<file path="config.mk">
export PLATFORM = sky130hd
export DESIGN_NAME = shift_sequencer_flat
export DESIGN_NICKNAME = d
export VERILOG_FILES = /design/src/rtl/shift_sequencer_if.sv /design/src/rtl/shift_sequencer.sv /design/src/flat_wrapper.sv
export SDC_FILE = /design/constraint.sdc
export NUM_CORES = 1
export LEC_CHECK = 0
export CAP_MARGIN = 15
export CORE_UTILIZATION = 49
export DETAILED_ROUTE_END_ITERATION = 16
export GPL_TIMING_DRIVEN = 0
export PLACE_DENSITY = 0.77
export SYNTH_ARGS = -nofsm -noshare
export SYNTH_HDL_FRONTEND = slang
export SYNTH_SLANG_ARGS = --single-unit
</file>
<file path="constraint.sdc">
create_clock -name clk_i -period 2.16 [get_ports clk_i]
set_clock_uncertainty 0.05 [all_clocks]
set_input_delay 0.432 -clock clk_i [delete_from_list [all_inputs] [get_ports clk_i]]
set_output_delay 0.432 -clock clk_i [all_outputs]
set_load 0.01 [all_outputs]
</file>
<file path="src/rtl/shift_sequencer_if.sv">
// Command channel into the shift sequencer: one command per valid/ready handshake.
interface shift_sequencer_if #(
  parameter int WIDTH = 4,
  parameter int CNT_W = 3
);
  logic             cmd_valid;
  logic             cmd_ready;
  logic [2:0]       cmd_op;
  logic [CNT_W-1:0] cmd_count;
  logic [WIDTH-1:0] cmd_data;

  modport master (output cmd_valid, output cmd_op, output cmd_count, output cmd_data,
                  input  cmd_ready);
  modport slave  (input  cmd_valid, input  cmd_op, input  cmd_count, input  cmd_data,
                  output cmd_ready);
endinterface

</file>
<file path="src/rtl/shift_sequencer.sv">
// Steps one accepted command out as per-cycle mode/enable/inbit/loadval drive
// for the downstream 4-bit shift register, then pulses done.
module shift_sequencer #(
  parameter int WIDTH = 4,
  parameter int CNT_W = 3
) (
  input  logic             clk_i,
  input  logic             rst_ni,
  shift_sequencer_if.slave cmd,
  output logic [2:0]       mode_o,
  output logic             enable_o,
  output logic             inbit_o,
  output logic [WIDTH-1:0] loadval_o,
  output logic             busy_o,
  output logic             done_o,
  output logic             err_o
);

  typedef enum logic [1:0] {S_IDLE, S_RUN, S_DONE} state_t;

  localparam logic [2:0] MODE_LOAD = 3'b000;
  localparam logic [2:0] MODE_HOLD = 3'b001;

  state_t           state_q, state_d;
  logic [CNT_W-1:0] cnt_q, cnt_d;
  logic [CNT_W-1:0] n_q, n_d;
  logic [2:0]       op_q, op_d;
  logic [WIDTH-1:0] data_q, data_d;
  logic [2:0]       mode_q, mode_d;
  logic             enable_q, enable_d;
  logic             inbit_q, inbit_d;
  logic [WIDTH-1:0] loadval_q, loadval_d;
  logic             busy_q, busy_d;
  logic             done_q, done_d;
  logic             err_q, err_d;
  logic             ready_q, ready_d;
  logic [WIDTH-1:0] step_bits;
  logic             reserved_in;

  always_comb begin
    state_d   = state_q;
    cnt_d     = cnt_q;
    n_d       = n_q;
    op_d      = op_q;
    data_d    = data_q;
    mode_d    = MODE_HOLD;
    enable_d  = 1'b0;
    inbit_d   = 1'b0;
    loadval_d = loadval_q;
    busy_d    = 1'b0;
    done_d    = 1'b0;
    err_d     = 1'b0;
    ready_d   = 1'b0;
    // Steps beyond WIDTH shift zeros in, which the right shift gives for free.
    step_bits   = data_q >> cnt_q;
    reserved_in = (cmd.cmd_op[2:1] == 2'b11);

    unique case (state_q)
      S_IDLE: begin
        ready_d = 1'b1;
        if (cmd.cmd_valid && ready_q) begin
          ready_d = 1'b0;
          op_d    = cmd.cmd_op;
          data_d  = cmd.cmd_data;
          n_d     = (cmd.cmd_op[2:1] == 2'b00) ? CNT_W'(1) : cmd.cmd_count;
          if (reserved_in || n_d == '0) begin
            state_d = S_DONE;
            done_d  = 1'b1;
            err_d   = reserved_in;
          end else begin
            // Step 0 issues straight from the handshake so it lands at k+1.
            state_d  = S_RUN;
            cnt_d    = CNT_W'(1);
            mode_d   = cmd.cmd_op;
            enable_d = 1'b1;
            busy_d   = 1'b1;
            inbit_d  = cmd.cmd_op[2] & ~cmd.cmd_op[1] & cmd.cmd_data[0];
            if (cmd.cmd_op == MODE_LOAD) loadval_d = cmd.cmd_data;
          end
        end
      end
      S_RUN: begin
        if (cnt_q == n_q) begin
          state_d = S_DONE;
          done_d  = 1'b1;
        end else begin
          cnt_d    = cnt_q + 1'b1;
          mode_d   = op_q;
          enable_d = 1'b1;
          busy_d   = 1'b1;
          inbit_d  = op_q[2] & ~op_q[1] & step_bits[0];
        end
      end
      S_DONE: begin
        state_d = S_IDLE;
        cnt_d   = '0;
        ready_d = 1'b1;
      end
      default: state_d = S_IDLE;
    endcase
  end

  always_ff @(posedge clk_i) begin
    if (!rst_ni) begin
      state_q   <= S_IDLE;
      cnt_q     <= '0;
      n_q       <= '0;
      op_q      <= '0;
      data_q    <= '0;
      mode_q    <= MODE_HOLD;
      enable_q  <= 1'b0;
      inbit_q   <= 1'b0;
      loadval_q <= '0;
      busy_q    <= 1'b0;
      done_q    <= 1'b0;
      err_q     <= 1'b0;
      ready_q   <= 1'b1;
    end else begin
      state_q   <= state_d;
      cnt_q     <= cnt_d;
      n_q       <= n_d;
      op_q      <= op_d;
      data_q    <= data_d;
      mode_q    <= mode_d;
      enable_q  <= enable_d;
      inbit_q   <= inbit_d;
      loadval_q <= loadval_d;
      busy_q    <= busy_d;
      done_q    <= done_d;
      err_q     <= err_d;
      ready_q   <= ready_d;
    end
  end

  assign cmd.cmd_ready = ready_q;
  assign mode_o        = mode_q;
  assign enable_o      = enable_q;
  assign inbit_o       = inbit_q;
  assign loadval_o     = loadval_q;
  assign busy_o        = busy_q;
  assign done_o        = done_q;
  assign err_o         = err_q;

endmodule

</file>
<file path="src/flat_wrapper.sv">
// flat-port wrapper written by rule: the top's interface ports become plain ports
module shift_sequencer_flat 
#(
  parameter int WIDTH = 4,
  parameter int CNT_W = 3
)
  (clk_i, rst_ni, mode_o, enable_o, inbit_o, loadval_o, busy_o, done_o, err_o, cmd_cmd_valid, cmd_cmd_op, cmd_cmd_count, cmd_cmd_data, cmd_cmd_ready);
  shift_sequencer_if #(.WIDTH(WIDTH), .CNT_W(CNT_W)) cmd_i ();
  input  logic clk_i;
  input  logic rst_ni;
  output logic [2:0] mode_o;
  output logic enable_o;
  output logic inbit_o;
  output logic [WIDTH-1:0] loadval_o;
  output logic busy_o;
  output logic done_o;
  output logic err_o;
  input wire logic [$bits(cmd_i.cmd_valid)-1:0] cmd_cmd_valid;
  input wire logic [$bits(cmd_i.cmd_op)-1:0] cmd_cmd_op;
  input wire logic [$bits(cmd_i.cmd_count)-1:0] cmd_cmd_count;
  input wire logic [$bits(cmd_i.cmd_data)-1:0] cmd_cmd_data;
  output wire logic [$bits(cmd_i.cmd_ready)-1:0] cmd_cmd_ready;
  assign cmd_i.cmd_valid = cmd_cmd_valid;
  assign cmd_i.cmd_op = cmd_cmd_op;
  assign cmd_i.cmd_count = cmd_cmd_count;
  assign cmd_i.cmd_data = cmd_cmd_data;
  assign cmd_cmd_ready = cmd_i.cmd_ready;
  shift_sequencer #(.WIDTH(WIDTH), .CNT_W(CNT_W)) u_core (.clk_i(clk_i), .rst_ni(rst_ni), .cmd(cmd_i), .mode_o(mode_o), .enable_o(enable_o), .inbit_o(inbit_o), .loadval_o(loadval_o), .busy_o(busy_o), .done_o(done_o), .err_o(err_o));
endmodule
</file>
# Word level (Yosys, flattened, before mapping)
# Cells that the tools add are included.
[classes]
n_addsub = 1
n_bitwise = 7
n_mux = 27
n_eq_ne = 8
reduce_logical = 12
shift = 1
[op_table]
columns = ["cell", "count"]
rows = [
  ["$mux 3", 7],
  ["$reduce_and 4->1", 3],
  ["$mux 1", 10],
  ["$pmux 3 s3", 1],
  ["$pmux 1 s2", 4],
  ["$logic_not 3->1", 2],
  ["$mux 2", 3],
  ["$pmux 3 s2", 1],
  ["$and 1x1->1", 4],
  ["$eq 2x2->1 const B", 2],
  ["$logic_not 2->1", 2],
  ["$ne 2x1->1 const B", 2],
  ["$ne 2x2->1 const B", 2],
  ["$pmux 2 s2", 1],
  ["$reduce_and 2->1", 2],
  ["$shr 4x3->1", 1],
  ["$add 3x1->3 const B", 1],
  ["$eq 3x3->1", 1],
  ["$not 1->1", 3],
  ["$reduce_bool 3->1", 1],
  ["$eq 2x1->1 const B", 1],
  ["$logic_and 1x1->1", 1],
  ["$logic_or 1x1->1", 1],
]
[totals]
input_bits = 13
regBits = 27
out_inout_bits = 13
elab_cells = 68

# Depth between registers and ports, before layout
[depth]
ltp_word = 7
ltp_mapped = 6
depth_no_buf = 6

# Least setup slack after synthesis
# No wires, ideal clock.
[synth_path]
kind = "input-to-reg"
from = "input cmd_cmd_count[0]"
to = "register u_core.cnt_q[1]"
stages = 5
t_arrival_ps = 1484
setup_slack_ps = 508
required_time_ps = 1992
setup_time_ps = 118
path_buffers = 0
cell_sequence = "nor3_1 > maj3_2 > o21a_4 > or3_4 > mux2i_1"
[synth_via]
elab_chain_len = 5
[synth_rtl]
columns = ["item", "line_no", "source"]
rows = [
  ["start: declaration", "flat_wrapper.sv:20", "input wire logic [$bits(cmd_i.cmd_count)-1:0] cmd_cmd_count;"],
  ["$mux 3", "shift_sequencer.sv:65", "n_d = (cmd.cmd_op[2:1] == 2'b00) ? CNT_W'(1) : cmd.cmd_count;"],
  ["$logic_not 3->1", "shift_sequencer.sv:66", "if (reserved_in || n_d == '0) begin"],
  ["$logic_or 1x1->1", "shift_sequencer.sv:66", ""],
  ["$ne 2x2->1 (no source line)", "--", ""],
  ["$reduce_and 4->1 (no source line)", "--", ""],
  ["end signal: assignment", "shift_sequencer.sv:120", "cnt_q <= cnt_d;"],
  ["end: declaration", "shift_sequencer.sv:25", "logic [CNT_W-1:0] cnt_q, cnt_d;"],
]
# No other way between the ends.
# A chain may end at the register's enable or synchronous reset.

# Worst setup path after layout
[layout_path]
from = "input cmd_cmd_count[1]"
to = "register u_core.cnt_q[1]"
# The elaborated chain is that of the path after synthesis.

==> run summary <==
================================================================================
Run status                                                             completed
Rows                                                                          17
Detailed-placement wirelength estimate                                   2050 um
Worst R2R Start                                                     u_core.state_q[0]
Number of sinks on the clock net                                              27
Portion of total power attributed to the clock network                     0.167
Req. time, crit path                                                     2340 ps
DRC violation count after routing                                              0
Warning count from the yosys run                                               0
Via count of the first global-routing pass                                   994
Destination of the worst hold path                                  u_core.data_q[1]
Routed vias/inst                                                            5.54
Number of gates given a new drive strength after cts                           0
Buffers and inverters on the worst path                                        1
Number of vias in the routed layout                                         1052
Core area                                                              2280 um^2
Post-detailed-route wirelength per cell                                  13.9 um
Reg2Reg Setup Slack                                                       280 ps
Sequential power share                                                     0.477
Mean cell area of the mapped netlist                                   9.10 um^2
Final net count                                                              181
Clock-pin slew on the worst setup and hold paths                          130 ps
Critical Path, Cell by Cell                                         clkdlybuf4s50_1 > nor3_1 > maj3_2 > o21a_4 > or3_4 > mux2i_1
Top_reg_cell synth                                                       dfxtp_1
Max stage delay on crit path                                              500 ps
Cell type with the highest aggregate area in the netlist                 dfxtp_1
Initial antenna violation count                                                0
Internal power summed over all cells                                      856 uW
Setup total negative slack                                                  0 ps
Critical path launch point type                                       input port
Port Buf Inserts                                                              25
Area of the die                                                        2670 um^2
Sequential-to-total area share from yosys stat                             0.447
Relative contribution of combinational cells to total power                0.356
Most instantiated library cell after synthesis                           dfxtp_1
Worst path setup slack after routing                                      258 ps
Proportion of total power due to net switching                             0.341
Count of max-cap constraint violations                                         0
Antenna violation net count after detailed routing                             0
FF-to-FF path depth                                                            6
Post-synthesis to final-layout area growth                                 25.9%
Number of distinct library cells after synthesis                              33
Clock Tree Root                                                         clkbuf_4
Slowest CP cell                                                     clkdlybuf4s50_1
Timing-limited maximum frequency                                       0.526 GHz
Min-Delay Path Depth                                                           2
Largest buffer count on any clock path                                         2
Routability congestion estimate                                            0.846
Synthesized netlist cell count                                               133
Crit path max-delay family                                          buffers and inverters
Number of levels the H-tree was split into                                     1
Clock tree from TritonCTS                                                  built
Starting Density                                                           0.532
Crit path time final                                                     1900 ps
Peak supply drop                                                        0.630 mV
Part of the cycle the worst path needs                                     0.880
I/O Pins                                                                      26
Power density over the cells                                         853 nW/um^2
Number of cells in the finished layout apart from fillers                    190
Number of buffers inserted during clock tree synthesis                         3
Async set-reset flop share out of synthesis                                    0
RSZ-0062 raised after global routing                                          no
Total wirelength of the detailed-routed design                           2650 um
Worst min path class                                                     reg2reg
Die Y-Extent                                                             51.7 um
Setup bufs post-CTS                                                            0
Worst EP arrival                                                         2080 ps
Antenna cells                                                                  0
Category of the critical setup timing path                                in2reg
Synth top area cells                                                dfxtp_1 45%, nand2_1 7.4%, a21boi_0 5.6%, ha_1 5.2%, mux2i_1 4.1%
Remaining global-route overflow                                                0
Die width                                                                51.7 um
Share of cells above drive strength 1                                     0.0617
Maximum fanout encountered on the critical timing path                         5
Max-slew headroom at the worst pin                                         0.585
Global-route wire length before repair                                   4590 um
Number of flops mapped to enable cells by yosys                                0
Number of DRC markers after the initial detailed-route iteration              26
Post-Place Setup Slack                                                  -70.9 ps
Commonest cells post-synth                                          27 x dfxtp_1, 24 x nand2_1, 12 x nor2_1
#FFs+latches synth                                                            27
Net count after synthesis                                                    151
Pin slew with the least headroom to its limit                             616 ps
Clock latency at the later pin of the worst-skew pair                     330 ps
Leakage Power                                                        0.000573 uW
Largest net degree at the start of global routing                             16
Hold_buf cts                                                                   0
Number of setup violations in the final report                                 0
Startpoint of the most critical hold path                           u_core.data_q[1]
Sort of element at the end of the critical path                         register
Fraction of synthesized cell area taken by the top area cell type          0.447
Gr usage total                                                             0.236
Number of hold-slack violations in the final timing report                     0
Placed cells                                                                 186
Cell area after synthesis                                              1210 um^2
Critical R2R Capture                                                u_core.n_q[1]
NetSw                                                                     443 uW
Number of iterations in the first detailed-routing pass                        4
Final Max Tran Viols                                                           0
================================================================================
[per-stage QoR]
step | total power (uW) | utilization | area, um^2 | hold slack [ps]
6_report | 1300 | 0.669 | 1520 | 426
5_1_grt | 1400 | 0.669 | 1520 | 457
4_1_cts | 1300 | 0.669 | 1520 | 430
3_5_place_dp | 1090 | 0.657 | 1500 | 412
3_3_place_gp | 1070 | 0.657 | 1500 | 400
2_1_floorplan | 929 | - | 1210 | 390
[worst max-delay path by stage]
stage,from,end,slack [ps],depth (start not counted)
6_report,cmd_cmd_count[1],u_core.cnt_q[1],260,6
4_1_cts,cmd_cmd_count[0],u_core.cnt_q[1],290,6
3_5_place_dp,cmd_cmd_count[0],u_core.cnt_q[1],-70,6
5_1_grt,u_core.state_q[0],u_core.n_q[1],70,6
3_3_place_gp,cmd_cmd_op[2],u_core.cnt_q[1],-70,5
2_1_floorplan,cmd_cmd_count[0],u_core.cnt_q[1],510,5
[flip-flops by register name (all words and copies together), names as in the netlist]
signal / cells
u_core.cmd.cmd_ready: 1
u_core.cnt_q: 3
u_core.data_q: 4
u_core.done_o: 1
u_core.enable_o: 1
u_core.err_o: 1
u_core.inbit_o: 1
u_core.loadval_o: 4
u_core.mode_o: 3
u_core.n_q: 3
u_core.op_q: 3
u_core.state_q: 2
[power by group through the flow]
stage               registers (uW)  clock network (uW)  logic [uW]
floorplan                      631                   0         298
global placement               626                   0         445
detailed placement             631                   0         458
CTS                            620                 225         459
global route                   631                 249         515
finish                         620                 217         463
[cell usage in the layout, fill, tap and decap left out, drive strengths merged, types with 2 or more instances in the layout]
cell type      netlist  final
nor3b                2      2
o21ai                3      3
nand2               24     24
nand3                3      3
nor3                 2      2
nor2                12     12
clkbuf               4      7
ha                   5      5
a22oi                2      2
nor2b                4      4
clkdlybuf4s50        0     25
nand4                2      2
xnor2                3      3
a21boi               9      9
nand3b               4      4
a21oi                4      4
dfxtp               27     27
mux2i                5      5
inv                  4      4
[layout make-up]
class                   count  area [um^2]
well taps                  28         35.0
inverters                   4         15.0
flip-flops and latches     27          541
clock buffers               3         22.5
fillers                   187          753
clock inverters             1         5.00
repair buffers             25          250
plain buffers               5         22.5
multi-input cells          97          632
[worst reg2reg max path, cell delays in order (launching register included)]
cell,delay (ps)
dfxtp_1,370
inv_1,110
ha_1,300
and3_1,260
clkbuf_1,370
nand3b_1,160
a21boi_0,180
[cell families after synthesis]
| logic type | synth area share |
|---|---|
| xor gates and xnor gates | 0.0217 |
| AOI/OAI and AO/OA | 0.157 |
| buffers and inverters | 0.0310 |
| and+or+nand+nor | 0.222 |
| adders and majority gates | 0.0610 |
| DFF | 0.447 |
| muxes | 0.0600 |
[per-layer routing]
layer,vias to the layer above,GRT usage,share of wire
met1,505,0.284,0.45
met5,-,0,0
met3,2,0.0614,0.040
met2,28,0.409,0.50
met4,0,0.0676,0.0053
li1,517,-,-
Note: power is estimated with default switching activity, not from simulation.
